### config.mk
export PLATFORM = sky130hd
export DESIGN_NAME = alu_result_buffer
export DESIGN_NICKNAME = d
export VERILOG_FILES = /design/src/rtl/alu_pkg.sv /design/src/rtl/resbuf_fifo.sv /design/src/rtl/alu_result_buffer.sv
export SDC_FILE = /design/constraint.sdc
export NUM_CORES = 1
export LEC_CHECK = 0
export ABC_AREA = 1
export ABC_CLOCK_PERIOD_IN_PS = 1900
export CORE_UTILIZATION = 51
export CTS_CLUSTER_DIAMETER = 120
export DETAILED_ROUTE_END_ITERATION = 6
export HOLD_SLACK_MARGIN = 0.02
export PLACE_DENSITY_LB_ADDON = 0.12
export SLEW_MARGIN = 20
export SYNTH_ARGS = -nofsm -noshare
export SYNTH_HDL_FRONTEND = slang
export SYNTH_SLANG_ARGS = --single-unit
export TNS_END_PERCENT = 100
### constraint.sdc
create_clock -name clk -period 1.9 [get_ports clk]
set_clock_uncertainty 0.2 [all_clocks]
set_input_delay 0.57 -clock clk [delete_from_list [all_inputs] [get_ports clk]]
set_output_delay 0.57 -clock clk [all_outputs]
set_load 0.01 [all_outputs]
### src/rtl/alu_pkg.sv
// Shared ALU result types: opcode enum, flag struct, buffered result record
// and flag bit positions within the 5-bit flag vector.
package alu_pkg;

  typedef enum logic [1:0] {
    ALU_ADD = 2'b00,
    ALU_SUB = 2'b01,
    ALU_AND = 2'b10,
    ALU_XOR = 2'b11
  } alu_op_t;

  typedef struct packed {
    logic parity;
    logic overflow;
    logic greater;
    logic is_eq;
    logic less;
  } alu_flags_t;

  typedef struct packed {
    alu_op_t    op;
    logic [7:0] y;
    alu_flags_t flags;
  } alu_res_t;

  localparam int FLAG_LESS  = 0;
  localparam int FLAG_EQ    = 1;
  localparam int FLAG_GT    = 2;
  localparam int FLAG_OVF   = 3;
  localparam int FLAG_PAR   = 4;

  localparam int RES_W = $bits(alu_res_t);

endpackage

### src/rtl/resbuf_fifo.sv
// Registered-read FIFO storage for alu_result_buffer: pointers, occupancy and
// a copy of the last popped word so the head stays defined while empty.
module resbuf_fifo #(
  parameter int W     = 15,
  parameter int DEPTH = 4
) (
  input  logic                     clk,
  input  logic                     rst,
  input  logic                     push,
  input  logic                     pop,
  input  logic [W-1:0]             wdata,
  output logic [W-1:0]             rdata,
  output logic                     full,
  output logic                     empty,
  output logic [$clog2(DEPTH):0]   level
);

  localparam int AW = $clog2(DEPTH);
  localparam int LW = AW + 1;

  logic [W-1:0]  mem_q [DEPTH];
  logic [AW-1:0] wr_ptr_q, wr_ptr_d;
  logic [AW-1:0] rd_ptr_q, rd_ptr_d;
  logic [LW-1:0] count_q, count_d;
  logic [W-1:0]  last_q, last_d;
  logic          push_ok, pop_ok;

  assign full    = (count_q == LW'(DEPTH));
  assign empty   = (count_q == '0);
  assign level   = count_q;
  assign push_ok = push && !full;
  assign pop_ok  = pop && !empty;
  assign rdata   = empty ? last_q : mem_q[rd_ptr_q];

  // NOTE: every variable driven here gets a default first, so no path leaves it unassigned (no latch).
  always_comb begin
    wr_ptr_d = wr_ptr_q;
    rd_ptr_d = rd_ptr_q;
    count_d  = count_q;
    last_d   = last_q;
    if (push_ok) wr_ptr_d = wr_ptr_q + AW'(1);
    if (pop_ok) begin
      rd_ptr_d = rd_ptr_q + AW'(1);
      last_d   = mem_q[rd_ptr_q];
    end
    case ({push_ok, pop_ok})
      2'b10:   count_d = count_q + LW'(1);
      2'b01:   count_d = count_q - LW'(1);
      default: count_d = count_q;
    endcase
  end

  // NOTE: sequential state uses non-blocking assignments so all registers update from pre-edge values.
  always_ff @(posedge clk) begin
    if (rst) begin
      wr_ptr_q <= '0;
      rd_ptr_q <= '0;
      count_q  <= '0;
      last_q   <= '0;
    end else begin
      wr_ptr_q <= wr_ptr_d;
      rd_ptr_q <= rd_ptr_d;
      count_q  <= count_d;
      last_q   <= last_d;
    end
  end

  // NOTE: storage is deliberately not reset; count_q gates visibility so stale words are never read.
  always_ff @(posedge clk) begin
    if (!rst && push_ok) mem_q[wr_ptr_q] <= wdata;
  end

endmodule

### src/rtl/alu_result_buffer.sv
// Valid/ready FIFO buffering ALU results; optional push statistics counters
// are built only when ALU_RESBUF_STATS_EN is defined.
module alu_result_buffer
  import alu_pkg::*;
#(
  parameter int DEPTH = 4,
  parameter int CNT_W = 8
) (
  input  logic                   clk,
  input  logic                   rst,
  input  logic                   in_valid,
  output logic                   in_ready,
  input  logic [1:0]             in_op,
  input  logic [7:0]             in_y,
  input  logic [4:0]             in_flags,
  output logic                   out_valid,
  input  logic                   out_ready,
  output logic [1:0]             out_op,
  output logic [7:0]             out_y,
  output logic [4:0]             out_flags,
`ifdef ALU_RESBUF_STATS_EN
  input  logic                   stat_clr,
  output logic [CNT_W-1:0]       ovf_cnt,
  output logic [CNT_W-1:0]       eq_cnt,
`endif
  output logic [$clog2(DEPTH):0] level
);

  if (DEPTH < 2 || DEPTH > 16 || (DEPTH & (DEPTH - 1)) != 0 || CNT_W < 1) begin : g_bad_param
    $error("alu_result_buffer: DEPTH must be a power of 2 in 2..16 and CNT_W >= 1");
  end

  alu_res_t wr_res, head;
  logic     full, empty, push, pop;

  assign wr_res    = '{op: alu_op_t'(in_op), y: in_y, flags: alu_flags_t'(in_flags)};
  assign in_ready  = !full;
  assign out_valid = !empty;
  assign push      = in_valid && in_ready;
  assign pop       = out_valid && out_ready;
  assign out_op    = head.op;
  assign out_y     = head.y;
  assign out_flags = head.flags;

  resbuf_fifo #(
    .W     (RES_W),
    .DEPTH (DEPTH)
  ) u_fifo (
    .clk   (clk),
    .rst   (rst),
    .push  (push),
    .pop   (pop),
    .wdata (wr_res),
    .rdata (head),
    .full  (full),
    .empty (empty),
    .level (level)
  );

`ifdef ALU_RESBUF_STATS_EN
  logic [CNT_W-1:0] ovf_cnt_q, ovf_cnt_d;
  logic [CNT_W-1:0] eq_cnt_q, eq_cnt_d;

  // Counters saturate at all-ones; a clear overrides any increment in the same cycle.
  always_comb begin
    ovf_cnt_d = ovf_cnt_q;
    eq_cnt_d  = eq_cnt_q;
    if (stat_clr) begin
      ovf_cnt_d = '0;
      eq_cnt_d  = '0;
    end else if (push) begin
      if (in_flags[FLAG_OVF] && ovf_cnt_q != '1) ovf_cnt_d = ovf_cnt_q + CNT_W'(1);
      if (in_flags[FLAG_EQ]  && eq_cnt_q  != '1) eq_cnt_d  = eq_cnt_q  + CNT_W'(1);
    end
  end

  always_ff @(posedge clk) begin
    if (rst) begin
      ovf_cnt_q <= '0;
      eq_cnt_q  <= '0;
    end else begin
      ovf_cnt_q <= ovf_cnt_d;
      eq_cnt_q  <= eq_cnt_d;
    end
  end

  assign ovf_cnt = ovf_cnt_q;
  assign eq_cnt  = eq_cnt_q;
`endif

endmodule

-- Word-level counts from Yosys, hierarchy flattened
Memory sizes are Yosys's and may differ from the RTL's. A register that Yosys moved wholly into a read port is not among the register bits.
Cells that the tools add are included.
- register bits after elaboration: 22
- memory bits (writable): 60
- bits of input ports: 19
- output and inout port bits: 20
- logic and storage cells: 28
- memories kept: 1
- $add $sub $neg: 4
- equal/unequal tests: 3
- muxes and demuxes: 6
- reductions and logical operators: 10
- memory list (name ; depth ; width ; rd ports ; clocked after Yosys merged registers in ; write ports ; line ; RTL):
    u_fifo.mem_q ; 4 ; 15 ; 1 ; 1 ; 1 ; resbuf_fifo.sv:21 ; logic [W-1:0] mem_q [DEPTH];
- operators with widths (cell ; count):
    2-to-1 mux 15 bit ; 1
    case mux 3 bit (2 select lines) ; 1
    logical AND 1 bit ; 5
    adder 2 x 1 -> 2 bit (second input constant) ; 2
    2-to-1 mux 2 bit ; 2
    adder 3 x 1 -> 3 bit (second input constant) ; 1
    equality test 3 bit (second input constant) ; 1
    logical NOT 1 bit ; 3
    logical NOT 3 bit ; 1
    subtractor 3 x 1 -> 3 bit (second input constant) ; 1
    equality test 2 x 1 -> 1 bit (second input constant) ; 1
    equality test 2 bit (second input constant) ; 1
    2-to-1 mux 1 bit ; 2
    nonzero test 2 bit ; 1

-- Logic depth before layout (Yosys ltp)
Gate-level depths: netlist of the first run.
- depth after elaboration: 7
- depth in mapped cells: 14
- depth with buffers taken out: 13

-- By module
From an unflattened synthesis of the first run, not the netlist that was laid out.
- cells, all modules: 455
- area total of the unflattened synthesis: 3872.5 µm²
- by module, submodules not included (module ; times used ; cells each ; area an instance (µm²) ; sequential area each (µm²)):
    resbuf_fifo ; 1 ; 449 ; 3844.9 ; 2282.2
    alu_result_buffer ; 1 ; 6 ; 27.5 ; 0.0

-- Least setup slack after synthesis of the first run
OpenSTA, ideal clock, no wires.
- path type: register to register
- from: reg u_fifo.count_q[0], in the netlist u_fifo.level[0]
- to: mem u_fifo.mem_q[0][0], enable pin
- library setup time: 387 ps
- arrival time: 1551 ps
- data required time: 1313 ps
- setup slack: -238 ps
- cell stages (with the launch flop): 7
- path buffers: 0
- clock period less this slack: 2138 ps
- cells stage by stage: dfxtp_1 nor2_2 nand2_1 nand2_1 inv_1 nand2_1 nor2_1
- longest elaborated chain between the ends: 7
- ends and longest elaborated chain (item ; line ; RTL):
    start: declaration ; resbuf_fifo.sv:24 ; logic [LW-1:0] count_q, count_d;
    start signal: assignment ; resbuf_fifo.sv:63 ; count_q <= count_d;
    equality test 3 bit (*) ; resbuf_fifo.sv:28 ; assign full = (count_q == LW'(DEPTH));
    logical NOT 1 bit (*) ; alu_result_buffer.sv:37 ; assign in_ready = !full;
    named net in_ready ; alu_result_buffer.sv:12 ; output logic in_ready,
    logical AND 1 bit ; alu_result_buffer.sv:39 ; assign push = in_valid && in_ready;
    logical AND 1 bit (*) ; resbuf_fifo.sv:31 ; assign push_ok = push && !full;
    logical AND 1 bit (*) ; resbuf_fifo.sv:70 ; if (!rst && push_ok) mem_q[wr_ptr_q] <= wdata;
    2-to-1 mux 1 bit (*) ; resbuf_fifo.sv:70 ;
    2-to-1 mux 1 bit (not written as such) (*) ; resbuf_fifo.sv:70 ;
    end: declaration ; resbuf_fifo.sv:21 ;
Mark *: on every way through the listed nets, which the timed path passes. The rest lies on a longest branch.

==> results of run 1 <==
[cell usage in the layout, fill, tap and decap left out]
cell and instances:
nand2_1 138, clkbuf_1 1, inv_2 2, fa_2 1
buf_12 8, nor2_4 2, clkinv_2 1, buf_2 12
buf_8 1, clkdlybuf4s50_1 17, nand3_2 9, clkinv_1 1
nor2_1 36, dfxtp_4 1, dlygate4sd2_1 1, clkbuf_16 5
clkinv_8 1, inv_1 88, ha_1 4, inv_8 2
a21oi_2 2, dfxtp_1 20, buf_6 16, nand2_4 4
dfxtp_2 3, edfxtp_1 60, clkdlybuf4s15_1 2, a21oi_1 3
o21ai_0 4, clkinv_4 1, nand3_1 24, bufinv_16 2
nand2_2 22, nor2_2 3, inv_4 3, buf_4 23
dlymetal6s2s_1 1, clkbuf_8 9, ha_4 1
[cell type report]
class / instances / area, µm²
repair buffers: 86 / 925
repair inverters: 1 / 11.3
inverters: 95 / 384
fillers: 546 / 2080
clock inverters: 5 / 77.6
clock buffers: 10 / 128
multi-input cells: 253 / 1240
flip-flops and latches: 84 / 2290
well taps: 99 / 124
[worst register-to-register path, delay by kind of cell (launching register included)]
family        cells  cell delay [ns]
buf+inv           5             0.40
simple gates      8             0.48
fa+ha+maj         2             0.48
flops             1             0.36
[final timing paths]
check | start | endpoint | slack (ns) | cells past startpoint
min reg2reg | u_fifo.rd_ptr_q[1]$_SDFFE_PP0N_ | u_fifo.rd_ptr_q[1]$_SDFFE_PP0N_ | 0.32 | 2
max | flip-flop | out_y[4] | -0.42 | 9
min | u_fifo.rd_ptr_q[1]$_SDFFE_PP0N_ | u_fifo.rd_ptr_q[1]$_SDFFE_PP0N_ | 0.32 | 2
max reg2reg | u_fifo.level[1]$_SDFFE_PP0P_ | u_fifo.level[2]$_SDFFE_PP0P_ | -0.10 | 15
[power by group]
part | internal, mW | switching (mW) | total [mW]
logic | 1.63 | 1.82 | 3.44
clock network | 0.729 | 0.603 | 1.33
registers | 2.20 | 0.140 | 2.34
total | 4.56 | 2.56 | 7.12
[per-layer routing]
metal / GRT usage [%] / vias to the layer above
met1: 27.4 / 1379
met2: 35.9 / 96
met5: 0 / -
met4: 10.4 / 0
li1: - / 1513
met3: 3.54 / 21
[repair_timing]
action / in CTS / in global routing
setup endpoints to repair: 23 / 95
resized for setup: 109 / 45
pin swaps: 13 / 25
cloned: 1 / 6
buffers inserted: 7 / 10
[registers in the layout, summed over array words and instances (netlist names), named ones only]
name,cells
u_fifo.mem_q,60
u_fifo.last_q,15
u_fifo.level,3
u_fifo.rd_ptr_q,2
u_fifo.wr_ptr_q,2
[kinds of logic after synthesis]
logic type,Yosys count
AO/OA/AOI/OAI,9
adder cells (fa/ha/maj),6
flip-flops,84
buffers and inverters,112
AND/OR/NAND/NOR,238
[through the flow]
| step | hold WS [ns] | std cells | TNS (ns) | area, µm² |
|---|---|---|---|---|
| 2_1_floorplan | 0.259 | 449 | -1.08 | 3860 |
| 3_3_place_gp | 0.279 | 597 | -26.71 | 4520 |
| 3_5_place_dp | 0.281 | 597 | -27.62 | 4520 |
| 4_1_cts | 0.293 | 619 | -4.65 | 4850 |
| 5_1_grt | 0.346 | 633 | -7.12 | 5180 |
| 6_report | 0.315 | 633 | -5.82 | 5180 |
==> results.sh, run 1 <==
export IMPL_grt_pass1_vias=2632
export IMPL_crit_path_cell_trace="buf_12 -> buf_12 -> buf_6 -> nand2_2 -> nand3_2 -> nand2_2 -> nand2_1 -> nand2_1 -> buf_6"
export IMPL_crit_fanout=8
export IMPL_yosys_area_top_type_share_pct=46.9
export IMPL_synth_edf_count=60
export IMPL_grt_start_max_net_pins=34
export IMPL_overflow=0
export IMPL_numCtsBuffers=9
export IMPL_layout_nets=555
export IMPL_synthArstFlopShare_pct=0
export IMPL_fin_crit_sh_pct=122
export IMPL_io_pin_count=39
export IMPL_clk_pin_slew_ns=0.08
export IMPL_wl_met3_um=503
export IMPL_n_antenna_cell=0
export IMPL_first_pass_iters=5
export IMPL_cp_start_kind="flip-flop"
export IMPL_ys_warnings_count=0
export IMPL_die_w_um=88.8
export IMPL_hpwl_um=4760
export IMPL_violations="negative setup slack"
export IMPL_grt_setup_unrepaired="yes"
export IMPL_finish_utilization_pct=71.4
export IMPL_hp_class="flip-flop to flip-flop"
export IMPL_fmax_ghz=0.431
export IMPL_synth_common_cells="162 x nand2_1, 92 x inv_1, 60 x edfxtp_1"
export IMPL_ys_seq_area_share_pct=59.4
export IMPL_power_density_nw_per_um2=1380
export IMPL_initial_core_util_pct=53.0
export IMPL_rows=31
export IMPL_synthAdderAreaFrac_pct=2.15
export IMPL_clockRootBuffer="clkbuf_8"
export IMPL_num_vias=3009
export IMPL_syn_num_nets=474
export IMPL_clk_latency_ns=0.35
export IMPL_peakVddDrop_uv=571
export IMPL_total_power_mw=7.12
export IMPL_hold_violations=0
export IMPL_synthMostInstantiatedCell="nand2_1"
export IMPL_drc_errors=0
export IMPL_cts_tree="yes"
export IMPL_vias_per_cell=4.75
export IMPL_crit_path_end_kind="primary output"
export IMPL_synthTopCellsByArea="edfxtp_1 47%, nand2_1 16%, dfxtp_1 13%, inv_1 9.0%, nand3_1 4.3%"
export IMPL_crit_type="flip-flop to primary output"
export IMPL_status="finished with violations"
export IMPL_setup_slack_ns=-0.422
export IMPL_htree_levels=3
export IMPL_synth_largest_area_cell="edfxtp_1"
export IMPL_core_um2=7250
export IMPL_muxShareOfSynthArea_pct=0
export IMPL_synth_top_flop_cell="edfxtp_1"
export IMPL_drt_initial_drc_count=138
export IMPL_synthSimpleGateAreaFrac_pct=24.7
export IMPL_cts_buffer_depth=2
export IMPL_routedWlPerCell_um=13.5
export IMPL_wirelength_um=8560
export IMPL_met2_length_um=4190
export IMPL_maxSlewHeadroom_pct=84.8
export IMPL_highest_layer="met4"
export IMPL_crit_family="buffers and inverters"
export IMPL_fp_dieH_um=88.8
export IMPL_slew_viol_final=0
export IMPL_drt_met1_wl_um=3640
export IMPL_grt_total_usage_pct=21.5
export IMPL_worst_path_buf_inv=4
export IMPL_setup_violations=18
export IMPL_cp_required_ns=1.13
export IMPL_cp_arrival_ns=1.55
export IMPL_grt_pass1_wl_um=12200
export IMPL_place_congestion=0.774
export IMPL_post_place_ws_ns=-0.484
export IMPL_critPathMaxStageDelay_ns=0.40
export IMPL_area_growth_pct=34.8
export IMPL_maxCapViolCount=0
export IMPL_antenna_found_initial=0
export IMPL_numPortBuffers=38
export IMPL_worstMarginPinSlew_ns=0.228
export IMPL_clock_sinks=84
export IMPL_synthCells=449
export IMPL_dieArea_um2=7880
export IMPL_synth_xor_area_share_pct=0
export IMPL_ys_types=20
export IMPL_slowest_stage="dfxtp_4"
export IMPL_leakage_nw=2.46
export IMPL_synth_compound_area_share_pct=1.17
export IMPL_holdBufCountCts=0
export IMPL_drive_gt1_share_pct=25.1
export IMPL_ant_nets=0
export IMPL_period_minus_slack_ns=2.32
export IMPL_ys_ff_latch=84
export IMPL_synth_area_um2=3840
export IMPL_synth_top_family_by_area="simple AND/OR/NAND/NOR gates"
export IMPL_syn_mean_instance_area_um2=8.55
No activity file was read; power rests on OpenSTA's default activity.
==> run 2: changes to the inputs <==
- CTS_CLUSTER_DIAMETER: 120 -> 60
==> results of run 2 <==
No change in the layout: final DEF, timing and power equal those of run 1.
